===== config.mk =====
export PLATFORM = sky130hd
export DESIGN_NAME = ps2_direction_queue
export DESIGN_NICKNAME = d
export VERILOG_FILES = /design/src/rtl/ps2_dir_pkg.sv /design/src/rtl/ps2_rx_frame.sv /design/src/rtl/ps2_direction_queue.sv
export SDC_FILE = /design/constraint.sdc
export NUM_CORES = 1
export LEC_CHECK = 0
export BUFFER_PORTS_ARGS = -buffer_cell sky130_fd_sc_hd__buf_4
export CAP_MARGIN = 40
export CELL_PAD_IN_SITES_DETAIL_PLACEMENT = 1
export CELL_PAD_IN_SITES_GLOBAL_PLACEMENT = 1
export CORE_UTILIZATION = 48
export DETAILED_ROUTE_END_ITERATION = 6
export PLACE_DENSITY = 0.78
export SLEW_MARGIN = 20
export SYNTH_ARGS = -nofsm -noshare
export SYNTH_HDL_FRONTEND = slang
export SYNTH_SLANG_ARGS = --single-unit

===== constraint.sdc =====
create_clock -name clk -period 2.3 [get_ports clk]
set_input_delay 0.575 -clock clk [delete_from_list [all_inputs] [get_ports clk]]
set_output_delay 0.575 -clock clk [all_outputs]
set_load 0.02 [all_outputs]

===== src/rtl/ps2_dir_pkg.sv =====
// ps2_dir_pkg: shared direction codes, scan codes, prefix bytes and frame states.
package ps2_dir_pkg;
  typedef enum logic [2:0] {
    DIR_RIGHT   = 3'b000,
    DIR_DOWN    = 3'b001,
    DIR_LEFT    = 3'b010,
    DIR_UP      = 3'b011,
    DIR_RESTART = 3'b100
  } dir_e;
  typedef enum logic [1:0] {ST_IDLE, ST_DATA, ST_PARITY, ST_STOP} frame_st_e;
  localparam logic [7:0] PFX_EXT    = 8'hE0;
  localparam logic [7:0] PFX_BRK    = 8'hF0;
  localparam logic [7:0] SC_UP      = 8'h1D;
  localparam logic [7:0] SC_LEFT    = 8'h1C;
  localparam logic [7:0] SC_DOWN    = 8'h1B;
  localparam logic [7:0] SC_RIGHT   = 8'h23;
  localparam logic [7:0] SC_RESTART = 8'h29;
  localparam logic [7:0] SCX_UP     = 8'h75;
  localparam logic [7:0] SCX_LEFT   = 8'h6B;
  localparam logic [7:0] SCX_DOWN   = 8'h72;
  localparam logic [7:0] SCX_RIGHT  = 8'h74;
  // Opposite directions differ only in bit 1 (up/down, left/right).
  function automatic logic rejects(input logic [2:0] cmd, input logic [2:0] last);
    return (cmd != DIR_RESTART) && ((cmd == last) || (cmd == (last ^ 3'b010)));
  endfunction
endpackage


===== src/rtl/ps2_rx_frame.sv =====
// ps2_rx_frame: synchronizes and filters the PS/2 lines and assembles 11-bit frames.
module ps2_rx_frame
  import ps2_dir_pkg::*;
#(
  parameter int FILTER_LEN  = 4,
  parameter int TIMEOUT_CYC = 5000
) (
  input  logic       clk,
  input  logic       rst,
  input  logic       i_ps2_clk,
  input  logic       i_ps2_data,
  output logic [7:0] o_byte,
  output logic       o_byte_strobe,
  output logic       o_frame_err
);
  localparam int FW = $clog2(FILTER_LEN);
  localparam int TW = $clog2(TIMEOUT_CYC + 1);
  logic [1:0]    r_clk_sync, r_dat_sync;
  logic          r_filt;
  logic [FW-1:0] r_fcnt;
  logic          w_clk_s, w_dat_s, w_fall;
  frame_st_e     r_st, w_st_nx;
  logic [2:0]    r_bits, w_bits_nx;
  logic [7:0]    r_shift, w_shift_nx;
  logic          r_par, w_par_nx;
  logic [TW-1:0] r_tcnt, w_tcnt_nx;
  logic          w_ok, w_err;
  assign w_clk_s = r_clk_sync[1];
  assign w_dat_s = r_dat_sync[1];
  // The falling edge is flagged in the same cycle the filter decides to flip.
  assign w_fall  = r_filt & ~w_clk_s & (r_fcnt == FW'(FILTER_LEN - 1));
  assign o_byte  = r_shift;
  always_ff @(posedge clk) begin
    if (rst) begin
      r_clk_sync <= 2'b11;
      r_dat_sync <= 2'b11;
      r_filt     <= 1'b1;
      r_fcnt     <= '0;
    end else begin
      r_clk_sync <= {r_clk_sync[0], i_ps2_clk};
      r_dat_sync <= {r_dat_sync[0], i_ps2_data};
      if (w_clk_s == r_filt) r_fcnt <= '0;
      else if (r_fcnt == FW'(FILTER_LEN - 1)) begin
        r_filt <= w_clk_s;
        r_fcnt <= '0;
      end else r_fcnt <= r_fcnt + FW'(1);
    end
  end
  always_comb begin
    w_st_nx    = r_st;
    w_bits_nx  = r_bits;
    w_shift_nx = r_shift;
    w_par_nx   = r_par;
    w_ok       = 1'b0;
    w_err      = 1'b0;
    w_tcnt_nx  = (w_fall || r_st == ST_IDLE) ? '0 : r_tcnt + TW'(1);
    if (w_fall) begin
      case (r_st)
        ST_IDLE: begin
          w_err     = w_dat_s;
          w_st_nx   = w_dat_s ? ST_IDLE : ST_DATA;
          w_bits_nx = '0;
        end
        ST_DATA: begin
          w_shift_nx = {w_dat_s, r_shift[7:1]};
          w_bits_nx  = r_bits + 3'd1;
          w_st_nx    = (r_bits == 3'd7) ? ST_PARITY : ST_DATA;
        end
        ST_PARITY: begin
          w_par_nx = w_dat_s;
          w_st_nx  = ST_STOP;
        end
        default: begin
          w_ok    = w_dat_s & (^{r_shift, r_par});
          w_err   = ~w_ok;
          w_st_nx = ST_IDLE;
        end
      endcase
    end else if (r_st != ST_IDLE && r_tcnt == TW'(TIMEOUT_CYC - 1)) begin
      w_err   = 1'b1;
      w_st_nx = ST_IDLE;
    end
  end
  always_ff @(posedge clk) begin
    if (rst) begin
      r_st          <= ST_IDLE;
      r_bits        <= '0;
      r_shift       <= '0;
      r_par         <= 1'b0;
      r_tcnt        <= '0;
      o_byte_strobe <= 1'b0;
      o_frame_err   <= 1'b0;
    end else begin
      r_st          <= w_st_nx;
      r_bits        <= w_bits_nx;
      r_shift       <= w_shift_nx;
      r_par         <= w_par_nx;
      r_tcnt        <= w_tcnt_nx;
      o_byte_strobe <= w_ok;
      o_frame_err   <= w_err;
    end
  end
endmodule


===== src/rtl/ps2_direction_queue.sv =====
// ps2_direction_queue: decodes PS/2 arrow/restart keys into a filtered direction-command FIFO.
module ps2_direction_queue
  import ps2_dir_pkg::*;
#(
  parameter int FILTER_LEN  = 4,
  parameter int FIFO_DEPTH  = 4,
  parameter int TIMEOUT_CYC = 5000
) (
  input  logic       clk,
  input  logic       rst,
  input  logic       ps2_clk,
  input  logic       ps2_data,
  input  logic       dir_ready,
  output logic       dir_valid,
  output logic [2:0] dir_code,
  output logic       frame_err,
  output logic       overflow
);
  localparam int AW = $clog2(FIFO_DEPTH);
  logic [7:0] w_byte;
  logic       w_strobe;
  logic       r_ext, r_brk;
  dir_e       r_last, w_code;
  logic       w_hit, w_is_pfx, w_cmd;
  dir_e       r_mem [FIFO_DEPTH];
  logic [AW:0] r_wp, r_rp;
  logic       w_empty, w_full, w_pop, w_push, w_drop;
  ps2_rx_frame #(.FILTER_LEN(FILTER_LEN), .TIMEOUT_CYC(TIMEOUT_CYC)) u_rx (
    .clk(clk), .rst(rst), .i_ps2_clk(ps2_clk), .i_ps2_data(ps2_data),
    .o_byte(w_byte), .o_byte_strobe(w_strobe), .o_frame_err(frame_err)
  );
  // The extended flag selects a disjoint code table, so plain and E0 codes never alias.
  always_comb begin
    w_hit  = 1'b1;
    w_code = DIR_RESTART;
    case ({r_ext, w_byte})
      {1'b0, SC_UP},    {1'b1, SCX_UP}:    w_code = DIR_UP;
      {1'b0, SC_LEFT},  {1'b1, SCX_LEFT}:  w_code = DIR_LEFT;
      {1'b0, SC_DOWN},  {1'b1, SCX_DOWN}:  w_code = DIR_DOWN;
      {1'b0, SC_RIGHT}, {1'b1, SCX_RIGHT}: w_code = DIR_RIGHT;
      {1'b0, SC_RESTART}:                  w_code = DIR_RESTART;
      default:                             w_hit  = 1'b0;
    endcase
  end
  assign w_is_pfx  = (w_byte == PFX_EXT) || (w_byte == PFX_BRK);
  assign w_cmd     = w_strobe & ~w_is_pfx & ~r_brk & w_hit & ~rejects(w_code, r_last);
  assign w_empty   = (r_wp == r_rp);
  assign w_full    = ((r_wp ^ r_rp) == {1'b1, {AW{1'b0}}});
  assign w_pop     = dir_ready & ~w_empty;
  assign w_push    = w_cmd & (~w_full | w_pop);
  assign w_drop    = w_cmd & w_full & ~w_pop;
  assign dir_valid = ~w_empty;
  assign dir_code  = w_empty ? DIR_RESTART : r_mem[r_rp[AW-1:0]];
  always_ff @(posedge clk) begin
    if (w_push) r_mem[r_wp[AW-1:0]] <= w_code;
  end
  always_ff @(posedge clk) begin
    if (rst) begin
      r_wp     <= '0;
      r_rp     <= '0;
      r_last   <= DIR_RESTART;
      r_ext    <= 1'b0;
      r_brk    <= 1'b0;
      overflow <= 1'b0;
    end else begin
      if (w_push) begin
        r_wp   <= r_wp + (AW + 1)'(1);
        r_last <= w_code;
      end
      if (w_pop) r_rp <= r_rp + (AW + 1)'(1);
      if (w_drop) overflow <= 1'b1;
      if (w_strobe) begin
        r_ext <= (w_byte == PFX_EXT) ? 1'b1 : (w_byte == PFX_BRK) ? r_ext : 1'b0;
        r_brk <= (w_byte == PFX_BRK) ? 1'b1 : (w_byte == PFX_EXT) ? r_brk : 1'b0;
      end
    end
  end
endmodule


==> out/metrics.cfg <==
[timing]
whs_ns = 0.412
fin_tns_setup_ns = 0
drv_slew = 0
fmax_mhz = 460
slew_headroom_pct = 70.0
setup_viol = 0
fin_skew_ns = 0.00980
tightest_slew_ns = 0.449
rsz0062_at_grt = true
finalHoldViolations = 0
fin_crit_ns = 2.17
finalCritPeriodShare_pct = 94.4

[power_and_ir_drop]
p_comb_share_pct = 1.2
p_int_uw = 1540
p_sw_uw = 422
seq_power_share_pct = 55.5
switching_share_pct = 21.5
peakVddDrop_v = 0.000315
clkPwrFrac_pct = 43.3
p_per_area_mw_per_mm2 = 606
total_leakage_power_uw = 0.00112

[critical_path]
cp-endpoint = r_mem[2][0]$_DFFE_PP_
cp_max_fo = 7
r2r-start = u_rx.o_byte[5]$_SDFFE_PP0P_
cp_num_cells = 6
setup.worst_path.start = u_rx.o_byte[5]$_SDFFE_PP0P_
reg2reg_to = r_mem[2][0]$_DFFE_PP_
rr_worst_depth = 6
critPathTopFamily = simple AND/OR/NAND/NOR gates
critPathBufInv = 0
worst_ep_required_time_ns = 2.34
cp-end-kind = register
start_kind = register
worst_path_largest_cell_delay_ns = 0.47
crit_path_cell_trace = nor4bb_4 > a22o_1 > a211o_2 > o21ai_2 > nor2_1 > and2_1
arrival_ns = 2.21
ff2ff_setup_slack_ns = 0.13
worstSetupPathType = reg -> reg
slowest_stage = dfxtp_1

[die]
dieArea_mm2 = 0.00641
die_x_um = 80.1
ios = 11
dieHeight_um = 80.1
rows = 28
initial_utilization_pct = 49.7
coreArea_mm2 = 0.00589

[global_route]
top_usage_layer = met2
grt_pass1_vias = 2221
grt_use_total_pct = 22.2
grt_overflow = 0
met3_usage_pct = 4.09
grt_use_met2_pct = 37.8
grt_pass1_wl_mm = 10.7
antenna_found_initial = 0
met1_usage_pct = 27.0
grt_max_degree = 35

[cts]
post-cts-setup-buffer-count = 0
cts.hold.buffers_added = 0
numCtsBuffers = 9
clock_sinks = 61
clk_latency_ns = 0.34
clkTransAtPathRegs_ns = 0.06
root_buffer = clkbuf_8
h-tree-depth = 3
cts_tree = done
clk_path_buf_depth = 2

[yosys]
synthDistinctLibCells = 54
synth_common_cells = dfxtp_1 (49), nand2_1 (30), nor2_1 (24)
syn_area_mm2 = 0.00292
netlist_instances = 302
post-synth-top-count-cell = dfxtp_1
yosysWarnings = 0
syn_area_per_cell_um2 = 9.68
synth_top_area_share_pct = 33.5
synth_edf_count = 12
synthAdderAreaFrac_pct = 5.99
synth-xor-area-share_pct = 6.29
ys.flop_type = dfxtp_1
yosys.area.top_type = dfxtp_1
async_flop_share_pct = 0
yosys-top-cells-area = dfxtp_1 (34%), edfxtp_1 (12%), ha_1 (6.0%)
synth-simple-area-share_pct = 21.3
synth-seq-cells = 61
synthesis.nets = 321
synth_compound_area_share_pct = 12.8
seq_area_frac_synth_pct = 45.9
synth_top_family_by_area = simple AND/OR/NAND/NOR gates
synth_mux_area_share_pct = 2.70

[route]
ant_nets = 0
post_drt_wl_per_cell_um = 15.6
drc_errors = 0
totalWireLength_mm = 6.17
via_per_inst = 5.55
drtIter0Drc = 96
first_pass_iters = 4
vias = 2194

[finish]
drive_gt1_share_pct = 16.9
insertedDiodeCount = 0
multi_input_area_mm2 = 0.00145
seqCellArea_mm2 = 0.00134
syn_to_final_growth_pct = 10.9
nFillCells = 683
nets = 334

[hold_path]
hold_class = reg -> reg
hp-start = u_rx.r_clk_sync[0]$_SDFF_PP1_

[placement]
place_congestion = 0.814
place_hpwl_mm = 4.45
io_buffers = 10

[flow_run]
cap_viol_max_count = 0

[outcome]
status = complete, no violations

[worst min-delay path by stage]
| stage | depth (start not counted) | to | slack [ns] |
|---|---|---|---|
| 5_1_grt | 2 | u_rx.r_dat_sync[0]$_SDFF_PP1_ | 0.42 |
| 4_1_cts | 2 | u_rx.r_dat_sync[0]$_SDFF_PP1_ | 0.41 |
| 6_report | 1 | u_rx.r_clk_sync[1]$_SDFF_PP1_ | 0.41 |
| 3_5_place_dp | 1 | u_rx.r_clk_sync[1]$_SDFF_PP1_ | 0.40 |
| 3_3_place_gp | 1 | u_rx.r_clk_sync[1]$_SDFF_PP1_ | 0.39 |
| 2_1_floorplan | 1 | u_rx.r_clk_sync[1]$_SDFF_PP1_ | 0.39 |
[through the flow]
step	std cells	area (um^2)	total power, uW	setup WS [ns]	utilization (%)
2_1_floorplan	302	2920	1130	0.309	-
5_1_grt	395	3240	2040	-0.00293	55.1
6_report	395	3240	1960	0.128	55.1
3_5_place_dp	379	3050	1140	0.0652	51.8
3_3_place_gp	379	3050	1140	0.0754	51.8
4_1_cts	395	3230	1990	0.0324	54.8
[power by group through the flow]
stage	combinational, uW	sequential (uW)	clock [uW]
3_5_place_dp	23.3	1110	0
2_1_floorplan	14.3	1110	0
4_1_cts	23.8	1090	876
3_3_place_gp	22.4	1110	0
6_report	22.9	1090	850
5_1_grt	25.6	1090	927
[logic make-up after synthesis]
logic type	count (synthesis)
xor gates and xnor gates	21
AOI/OAI and AO/OA	56
muxes	4
and+or+nand+nor	116
DFF	61
adders and majority gates	14
buffers and inverters	30
[layout by cell type, fill, tap and decap left out, types with 2 or more instances in the layout]
cell      instances
or3_1             6
inv_1            16
o21ai_0           9
and2_1            6
clkinv_2          3
nor3_1            7
ha_1             14
nand4_1           5
a211oi_1          4
or2_2             5
xnor2_1          15
nor4b_2           2
a22oi_1           2
nand3b_1          3
xor2_1            6
clkbuf_8         11
o31ai_1           2
mux4_2            3
dfxtp_2           2
dfxtp_1          47
nand2b_1          2
buf_4            16
a21oi_1          22
nand3_1          14
nor4_1            2
nor2_1           24
edfxtp_1         12
nand2_1          30
[worst register-to-register path: stages, from the launching register on]
cell and delay [ns]:
dfxtp_1 0.47, nor4bb_4 0.41, a22o_1 0.23, a211o_2 0.20
o21ai_2 0.12, nor2_1 0.22, and2_1 0.23
[registers in the layout, summed over array words and instances (netlist names), 2 cells and up, named ones only]
| register | flops |
|---|---|
| r_last | 2 |
| r_mem | 12 |
| r_rp | 3 |
| r_wp | 3 |
| u_rx.o_byte | 8 |
| u_rx.r_bits | 3 |
| u_rx.r_clk_sync | 2 |
| u_rx.r_dat_sync | 2 |
| u_rx.r_fcnt | 2 |
| u_rx.r_st | 2 |
| u_rx.r_tcnt | 13 |
[per-layer routing]
metal | share of wire, % | routed length [um]
met1 | 46 | 2850
met2 | 51 | 3120
met3 | 1.6 | 101
met4 | 1.6 | 99
met5 | 0 | 0
[final cells by class]
class / instances / area share [%]
multi-input combinational: 211 / 44.6
sequential: 61 / 41.5
clock buffer: 12 / 4.79
timing repair buffer: 16 / 3.71
tap: 75 / 2.89
inverter: 16 / 1.85
clock inverter: 4 / 0.695
[repair_timing]
item,4_1_cts,5_1_grt
resized for setup,0,5
endpoints found under the hold margin,0,0
endpoints found under the setup margin,0,13
(Power assumes the default switching activity.)
